### config.mk
export PLATFORM = sky130hd
export DESIGN_NAME = alu_result_queue
export DESIGN_NICKNAME = d
export VERILOG_FILES = /design/src/rtl/alu_result_queue.sv
export SDC_FILE = /design/constraint.sdc
export NUM_CORES = 1
export LEC_CHECK = 0
export CORE_UTILIZATION = 41
export CTS_CLUSTER_SIZE = 20
export DETAILED_ROUTE_END_ITERATION = 7
export HOLD_SLACK_MARGIN = 0.08
export SETUP_SLACK_MARGIN = 0.4
export SLEW_MARGIN = 10
export SYNTH_ARGS = -nofsm -noshare
export SYNTH_HDL_FRONTEND = slang
export SYNTH_SLANG_ARGS = --single-unit
### constraint.sdc
create_clock -name clk -period 2.45 [get_ports clk]
set_input_delay 0.245 -clock clk [delete_from_list [all_inputs] [get_ports clk]]
set_output_delay 0.245 -clock clk [all_outputs]
set_load 0.01 [all_outputs]
### src/rtl/alu_result_queue.sv
// ============================================================================
// Module      : alu_result_queue
// Description : FIFO of adder results with derived {neg,zero,cout,ovf} flags.
//               Optional sticky ovf/cout status, enabled by STICKY_FLAGS_EN.
// Revision    : 1.0 - initial release
// ============================================================================
`default_nettype none

module alu_result_queue #(
  parameter int DEPTH = 4  // power of two, >= 2
) (
  input  logic                     clk,
  input  logic                     rst_n,
  input  logic                     in_valid,
  output logic                     in_ready,
  input  logic [15:0]              in_result,
  input  logic                     in_ovf,
  input  logic                     in_cout,
  output logic                     out_valid,
  input  logic                     out_ready,
  output logic [15:0]              out_result,
  output logic [3:0]               out_flags,
  output logic [$clog2(DEPTH):0]   count,
  input  logic                     clr_sticky,
  output logic                     sticky_ovf,
  output logic                     sticky_cout
);

  localparam int               c_aw    = $clog2(DEPTH);
  localparam logic [c_aw:0]    c_depth = (c_aw + 1)'(DEPTH);

  logic [c_aw-1:0] r_wr_ptr;
  logic [c_aw-1:0] r_rd_ptr;
  logic [c_aw:0]   r_count;
  logic            r_ready_en;
  logic [19:0]     r_mem [DEPTH];
  logic [19:0]     w_head;
  logic            w_push;
  logic            w_pop;

  // in_ready is held low until the first edge after reset release.
  assign in_ready  = r_ready_en && (r_count != c_depth);
  assign out_valid = (r_count != '0);
  assign w_push    = in_valid && in_ready;
  assign w_pop     = out_valid && out_ready;
  assign count     = r_count;

  always_ff @(posedge clk or negedge rst_n) begin
    if (!rst_n) begin
      r_wr_ptr   <= '0;
      r_rd_ptr   <= '0;
      r_count    <= '0;
      r_ready_en <= 1'b0;
    end else begin
      r_ready_en <= 1'b1;
      if (w_push) r_wr_ptr <= r_wr_ptr + 1'b1;
      if (w_pop)  r_rd_ptr <= r_rd_ptr + 1'b1;
      case ({w_push, w_pop})
        2'b10:   r_count <= r_count + 1'b1;
        2'b01:   r_count <= r_count - 1'b1;
        default: r_count <= r_count;
      endcase
    end
  end

  // Entry layout: {neg, zero, cout, ovf, result}; storage is not reset.
  always_ff @(posedge clk) begin
    if (w_push) begin
      r_mem[r_wr_ptr] <= {in_result[15], (in_result == 16'h0000), in_cout, in_ovf, in_result};
    end
  end

  assign w_head     = r_mem[r_rd_ptr];
  assign out_result = out_valid ? w_head[15:0]  : 16'h0000;
  assign out_flags  = out_valid ? w_head[19:16] : 4'b0000;

`ifdef STICKY_FLAGS_EN
  logic r_sticky_ovf;
  logic r_sticky_cout;

  // A setting push in the same cycle as clr_sticky takes priority.
  always_ff @(posedge clk or negedge rst_n) begin
    if (!rst_n) begin
      r_sticky_ovf  <= 1'b0;
      r_sticky_cout <= 1'b0;
    end else begin
      if (w_push && in_ovf)  r_sticky_ovf  <= 1'b1;
      else if (clr_sticky)   r_sticky_ovf  <= 1'b0;
      if (w_push && in_cout) r_sticky_cout <= 1'b1;
      else if (clr_sticky)   r_sticky_cout <= 1'b0;
    end
  end

  assign sticky_ovf  = r_sticky_ovf;
  assign sticky_cout = r_sticky_cout;
`else
  logic w_unused_sticky;
  assign w_unused_sticky = clr_sticky;
  assign sticky_ovf      = 1'b0;
  assign sticky_cout     = 1'b0;
`endif

endmodule

`default_nettype wire

==> results of run 1 <==
## timing repair
action,CTS,global route
buffers inserted,9,1
hold buffers,0,0
setup endpoints to repair,21,20
cloned,1,0
pin swaps,1,9
hold endpoints to repair,0,0
gates resized for setup,92,30
## layer usage
metal / vias to the layer above / wire length [um]
met3: 12 / 242
met5: - / 0
met1: 869 / 2555
met4: 0 / 101
li1: 788 / -
met2: 45 / 3311
## final cells by class
class | instances | area, sq um
repair buffers | 66 | 661.9
fillers | 646 | 3455
inverters | 6 | 22.52
clock inverters | 7 | 115.1
flip-flops and latches | 84 | 2484
multi-input cells | 72 | 858.3
well taps | 102 | 127.6
clock buffers | 9 | 123.9
## registers in the layout (all words and copies together) (netlist names)
name        flops
r_mem          76
count           3
r_wr_ptr        2
r_rd_ptr        2
r_ready_en      1
## cells in the final DEF (no fill, tap or decap), drive strengths merged
cell	count
inv	6
nand3	1
edfxtp	76
and2	24
and4	1
ha	5
clkinv	3
mux4	19
nor2	2
clkbuf	10
conb	3
mux2i	1
fa	1
clkinvlp	1
a21oi	1
clkdlybuf4s50	25
mux2	1
a21boi	1
xor2	3
or3	1
nand2	1
dfrtp	8
dlygate4sd2	1
buf	39
xnor2	3
bufinv	3
nor4	4
## stage by stage
stage	hold slack (ns)	setup slack, ns
after floorplan	-0.05059	0.5346
after global placement	0.5243	0.4075
after detailed placement	0.5446	0.3200
after CTS	0.1855	0.3286
after global routing	0.2122	0.3078
final	0.1921	0.3674
## logic make-up (layout without fill, tap and decap cells)
group	Yosys count	after routing
buffers and inverters	15	88
AO/OA/AOI/OAI	2	2
flip-flops	84	84
adder cells (fa/ha/maj)	6	6
other	2	3
AND/OR/NAND/NOR	34	34
XOR/XNOR	6	6
multiplexers	21	21
## final timing paths
kind	to	slack (ns)
setup / recovery	out_result[7]	0.37
hold / removal	count[0]	0.19
setup reg to reg	count[2]	0.48
hold reg to reg	r_wr_ptr[1]	0.57
max in group asynchronous	r_rd_ptr[0]	1.95
min in group clk	r_mem[3][17]	0.54
## worst register-to-register path: stages, from the launching register on
cell	delay (ns)
dfrtp_1	0.44
or3_4	0.42
and2_4	0.18
ha_2	0.18
inv_1	0.06
fa_1	0.18
xor2_1	0.17
nor2_1	0.07
xor2_1	0.14
## report_power, final
part / internal [mW] / switching [mW]
combinational: 1.32 / 0.857
sequential: 1.77 / 0.109
clock: 0.673 / 0.468
==> metrics.txt, run 1 <==
Core Util, Final 55.98%; post-synthesis mux area share 13.38%; chip width 92.88 um; TNS Setup 0 ns; fin crit period 2.083 ns; Antenna Nets Post-Route 0; CTS Buffer Depth 2; #FFs+latches synth 84; critical path peak fanout 4; share of cells above drive strength 1 37.70%; core outline area 0.007848 sq mm; CTS tree built; most numerous cell in the Yosys netlist edfxtp_1; HP Class in2async; die footprint 0.008626 sq mm; Post-DP HPWL 3865 um; R2R depth 8; crit end category output pin; crit path max-delay cell type dfrtp_2; DR vias 1,714; cell depth of the worst setup path 6; VDD IR max 0.0005515 V; vias in the first global route 1,883; Synth Area in XOR/XNOR 1.552%; mapped cell area 0.003386 sq mm; Adder-Cell Fraction of Synth Area 2.439%; Critical Path Max Stage Delay 0.43 ns; GRT Resource Usage Total 15.73%; status finished clean; Static Leak 1.569 nW; CP Launch Type flip-flop; final worst-path cycle share 85.01%; post-synth cell types 25; Root Driver clkbuf_8; global-route wire length before repair 9784 um; largest net degree at the start of global routing 22; grt peak-use layer met2; Syn. warnings 0; cell accounting for the most synthesized area edfxtp_1; r2r startpoint count[0]; Ant. Diodes 0; H-tree Lvls 3; total gr overflow 0; Cells after Synth 170; RSZ-0062 raised after global routing yes; met2 track demand over resource 27.76%; DIE HEIGHT 92.88 um; Simple-Gate Fraction of Synth Area 6.098%; max-cap check violation count 0; Crit. Startpoint r_rd_ptr[0]; RD Place Congestion 0.6887; crit path DAT 1.84 ns; Peak Freq 480.2 MHz; DRC 0; Rows 32; family with the most delay on the worst path buffers and inverters; drt total wl 6211 um; DR pass1 iterations 5; fin cells 346; Post-Place Cells 319; critical path required time 2.20 ns; Final Hold Fails 0; sequential-to-total area share from yosys stat 73.32%; # IOs 50; clk_lat worst skew 0.34 ns; clock sinks 84; Yosys top cell area share 67.41%; CP Class reg2out; antenna violations before repair 0; Clk pin slew, worst setup/hold paths 0.08 ns; number of buffers created by CTS 9; Synth top cells by count edfxtp_1 (76), and2_1 (24), mux4_2 (18), dfrtp_1 (8), inv_1 (6); IO Port Bufs 46; PnR Total Power 5.197 mW; met3 Use GR 3.202%; power per cell area 1183 mW/mm^2; final setup fails 0; Synth Area in Compound Gates 0.4804%; WL/cell 17.95 um; fin nets 268; Area growth syn-to-layout 29.75%; chain of cells forming the critical path buf_12 > buf_8 > buf_4 > mux4_2 > and2_4 > buf_6; mean post-synth cell area 19.92 sq um; commonest register cell after synthesis edfxtp_1; Slew Viols, Final 0; Async S/R FF share, synth 9.524%; largest family of logic cells by synthesized area multiplexers; fin area 0.004393 sq mm; Clock Skews 0.007596 ns; Vias/cell 4.954; worst path buffer plus inverter count 4; Initial Util 43.14%; placed inst area 0.003983 sq mm; DRT iter0 DRCs 81; top post-synthesis cells by area edfxtp_1 (67%), mux4_2 (12%), dfrtp_1 (5.9%), and2_1 (4.4%), ha_1 (1.8%); met1 usage 18.50%; number of flops mapped to enable cells by yosys 76
No activity file was read; power rests on OpenSTA's default activity.
==> inputs of run 2 (changes only) <==
REMOVE_ABC_BUFFERS = 1   (was default)
==> run 2 against run 1 <==
  * Fmax decreased by 0.27%
  * Non-clock buffer count grew 2
  * Clock power fell by 16%
  * Cell count rose by 0.58%
  * Sequential power is essentially flat
  * Cell area rose by 0.46%
  * Critical path depth unchanged
  * Power down 1.6%
  * Worst hold slack got worse by 0.010 ns
==> metrics.txt, run 2 (same netlist as run 1, synthesis figures left out) <==
status finished clean (unchanged); Clock Power Share 18.6% (was 22.0%); Sw Share 29.73% (was 27.61%); IO Port Bufs 46 (unchanged); Slew Viols, Final 0 (unchanged); final worst-path cycle share 85.24% (was 85.01%); Final Hold Fails 0 (unchanged); Antenna Nets Post-Route 0 (unchanged); fin nets 270 (was 268); crit end category output pin (unchanged); max-cap check violation count 0 (unchanged); CTS Buffer Depth 2 (unchanged); commonest cells after routing, fill and taps aside edfxtp_1 (76), clkdlybuf4s50_1 (25), mux4_2 (19) (was edfxtp_1 (76), clkdlybuf4s50_1 (25), buf_6 (20)); H-tree Lvls 3 (unchanged); clock sinks 84 (unchanged); Ant. Diodes 0 (unchanged); TNS Setup 0 ns (unchanged); critical path required time 2.20 ns (about the same); flop2flop setup slack 0.44 ns (was 0.48 ns); antenna violations before repair 0 (unchanged); final setup fails 0 (unchanged); chip width 92.88 um (unchanged); core outline area 0.007848 sq mm (unchanged); CP Class reg2out (unchanged); fin crit period 2.088 ns (was 2.083 ns); Post-DP HPWL 3900 um (was 3865 um); power per cell area 1159 mW/mm^2 (was 1183 mW/mm^2); vias in the first global route 1,825 (was 1,883); Area growth syn-to-layout 30.34% (was 29.75%); combinational fraction of design power 45.2% (was 41.8%); NetSw 1.520 mW (was 1.435 mW); DR pass1 iterations 4 (was 5); largest net degree at the start of global routing 21 (was 22); CP Launch Type flip-flop (unchanged); RSZ-0062 raised after global routing yes (unchanged); Reg power frac 36.2% (about the same); Root Driver clkbuf_8 (unchanged); critical path peak fanout 4 (unchanged); CTS tree built (unchanged); die footprint 0.008626 sq mm (unchanged); WL/cell 19.01 um (was 17.95 um); Initial Util 43.14% (unchanged); max FFs per register 76 (unchanged); Rows 32 (unchanged); RD Place Congestion 0.7850 (was 0.6887); drt total wl 6615 um (was 6211 um); DR vias 1,780 (was 1,714); HP Class in2async (unchanged); Clock Skews 0.007372 ns (was 0.007596 ns); cell internal pwr 3.593 mW (was 3.762 mW); DRT iter0 DRCs 142 (was 81); VDD IR max 0.0004887 V (was 0.0005515 V); Biggest register r_mem (unchanged); chain of cells forming the critical path buf_6 > buf_12 > buf_16 > mux4_2 > and2_1 > buf_2 (was buf_12 > buf_8 > buf_4 > mux4_2 > and2_4 > buf_6); DRC 0 (unchanged); Vias/cell 5.115 (was 4.954); most common cell after layout, fill and taps aside edfxtp_1 (unchanged); number of buffers created by CTS 9 (unchanged); # IOs 50 (unchanged); global-route wire length before repair 10,220 um (was 9784 um); Critical Path Max Stage Delay 0.43 ns (about the same); crit path DAT 1.84 ns (about the same); total gr overflow 0 (unchanged); GRT Resource Usage Total 16.71% (was 15.73%); share of cells above drive strength 1 39.84% (was 37.70%); Peak Freq 478.9 MHz (was 480.2 MHz); crit path max-delay cell type dfrtp_2 (unchanged); fin cells 348 (was 346); Static Leak 1.563 nW (was 1.569 nW); clk_lat worst skew 0.35 ns (was 0.34 ns); DIE HEIGHT 92.88 um (unchanged); Clk pin slew, worst setup/hold paths 0.08 ns (about the same); Post-Place Cells 317 (was 319)
==> run 2: cell count changes in the layout (fill, tap and decap cells not counted), moves of 2 or more <==
cell,before,now
buf_2,7,13
buf_6,20,10
buf_8,2,0
inv_2,0,2
bufinv_16,3,1
buf_16,1,3
inv_1,6,4
buf_12,1,5
buf_4,8,11
==> run 2: final timing paths <==
path	endpoint	depth (start not counted)	startpoint
min in group clk	r_rd_ptr[1]	3	out_ready
max	out_flags[1]	6	r_rd_ptr[0]
min reg2reg	count[2]	1	count[2]
max in group asynchronous	count[2]	1	rst_n
min	count[0]	1	rst_n
max reg2reg	count[2]	9	count[0]
==> run 2: layout make-up <==
| cell class | count | area, sq um |
|---|---|---|
| fill | 627 | 3435 |
| sequential | 84 | 2485 |
| multi-input combinational | 72 | 885.9 |
| timing repair buffer | 68 | 701.9 |
| tap | 102 | 127.6 |
| clock buffer | 9 | 123.9 |
| clock inverter | 7 | 66.31 |
| inverter | 6 | 22.52 |
==> run 2: timing repair <==
action                                  in CTS  in global routing
setup buffers                               11                  1
resized for setup                          102                 17
hold buffers                                 0                  0
pin swaps                                   13                  5
endpoints found under the hold margin        0                  0
endpoints found under the setup margin      23                 22
cloned                                       3                  0
==> run 2: layer usage <==
metal  share of wire, %  vias to the layer above  global-route usage, %
met5                  0                        -                      0
met4                1.9                        0                  8.205
met3                4.3                       11                  3.612
met2                 53                       39                  28.43
met1                 41                      935                  20.08
li1                   -                      795                      -
==> run 2: through the flow <==
stage | setup slack, ns | hold WS (ns) | util [%] | total power, mW | area [sq um]
finish | 0.3617 | 0.1818 | 56.23 | 5.113 | 4413
global route | 0.2830 | 0.2128 | 56.23 | 5.384 | 4413
CTS | 0.3431 | 0.1870 | 55.37 | 5.004 | 4345
detailed placement | 0.2123 | 0.5653 | 51.20 | 3.779 | 4018
global placement | 0.3017 | 0.5203 | 51.20 | 3.718 | 4018
floorplan | 0.3115 | -0.05059 | - | 2.854 | 3327
==> run 2: power groups by stage <==
stage	clock (mW)	combinational (mW)	sequential, mW
after global routing	1.04	2.48	1.87
after CTS	0.974	2.18	1.85
after detailed placement	0	1.89	1.89
final	0.952	2.31	1.85
after global placement	0	1.85	1.87
after floorplan	0	0.865	1.99
==> run 2: critical path: cells and delay by family (launching register included) <==
| family | cells | cell delay (ns) |
|---|---|---|
| flip-flops | 1 | 0.43 |
| buffers and inverters | 4 | 0.50 |
| AND/OR/NAND/NOR | 1 | 0.16 |
| multiplexers | 1 | 0.40 |
==> inputs of run 3 (changes only) <==
CAP_MARGIN = 10   (was default)
==> results of run 3 <==
No change in the layout: final DEF, timing and power equal those of run 2.
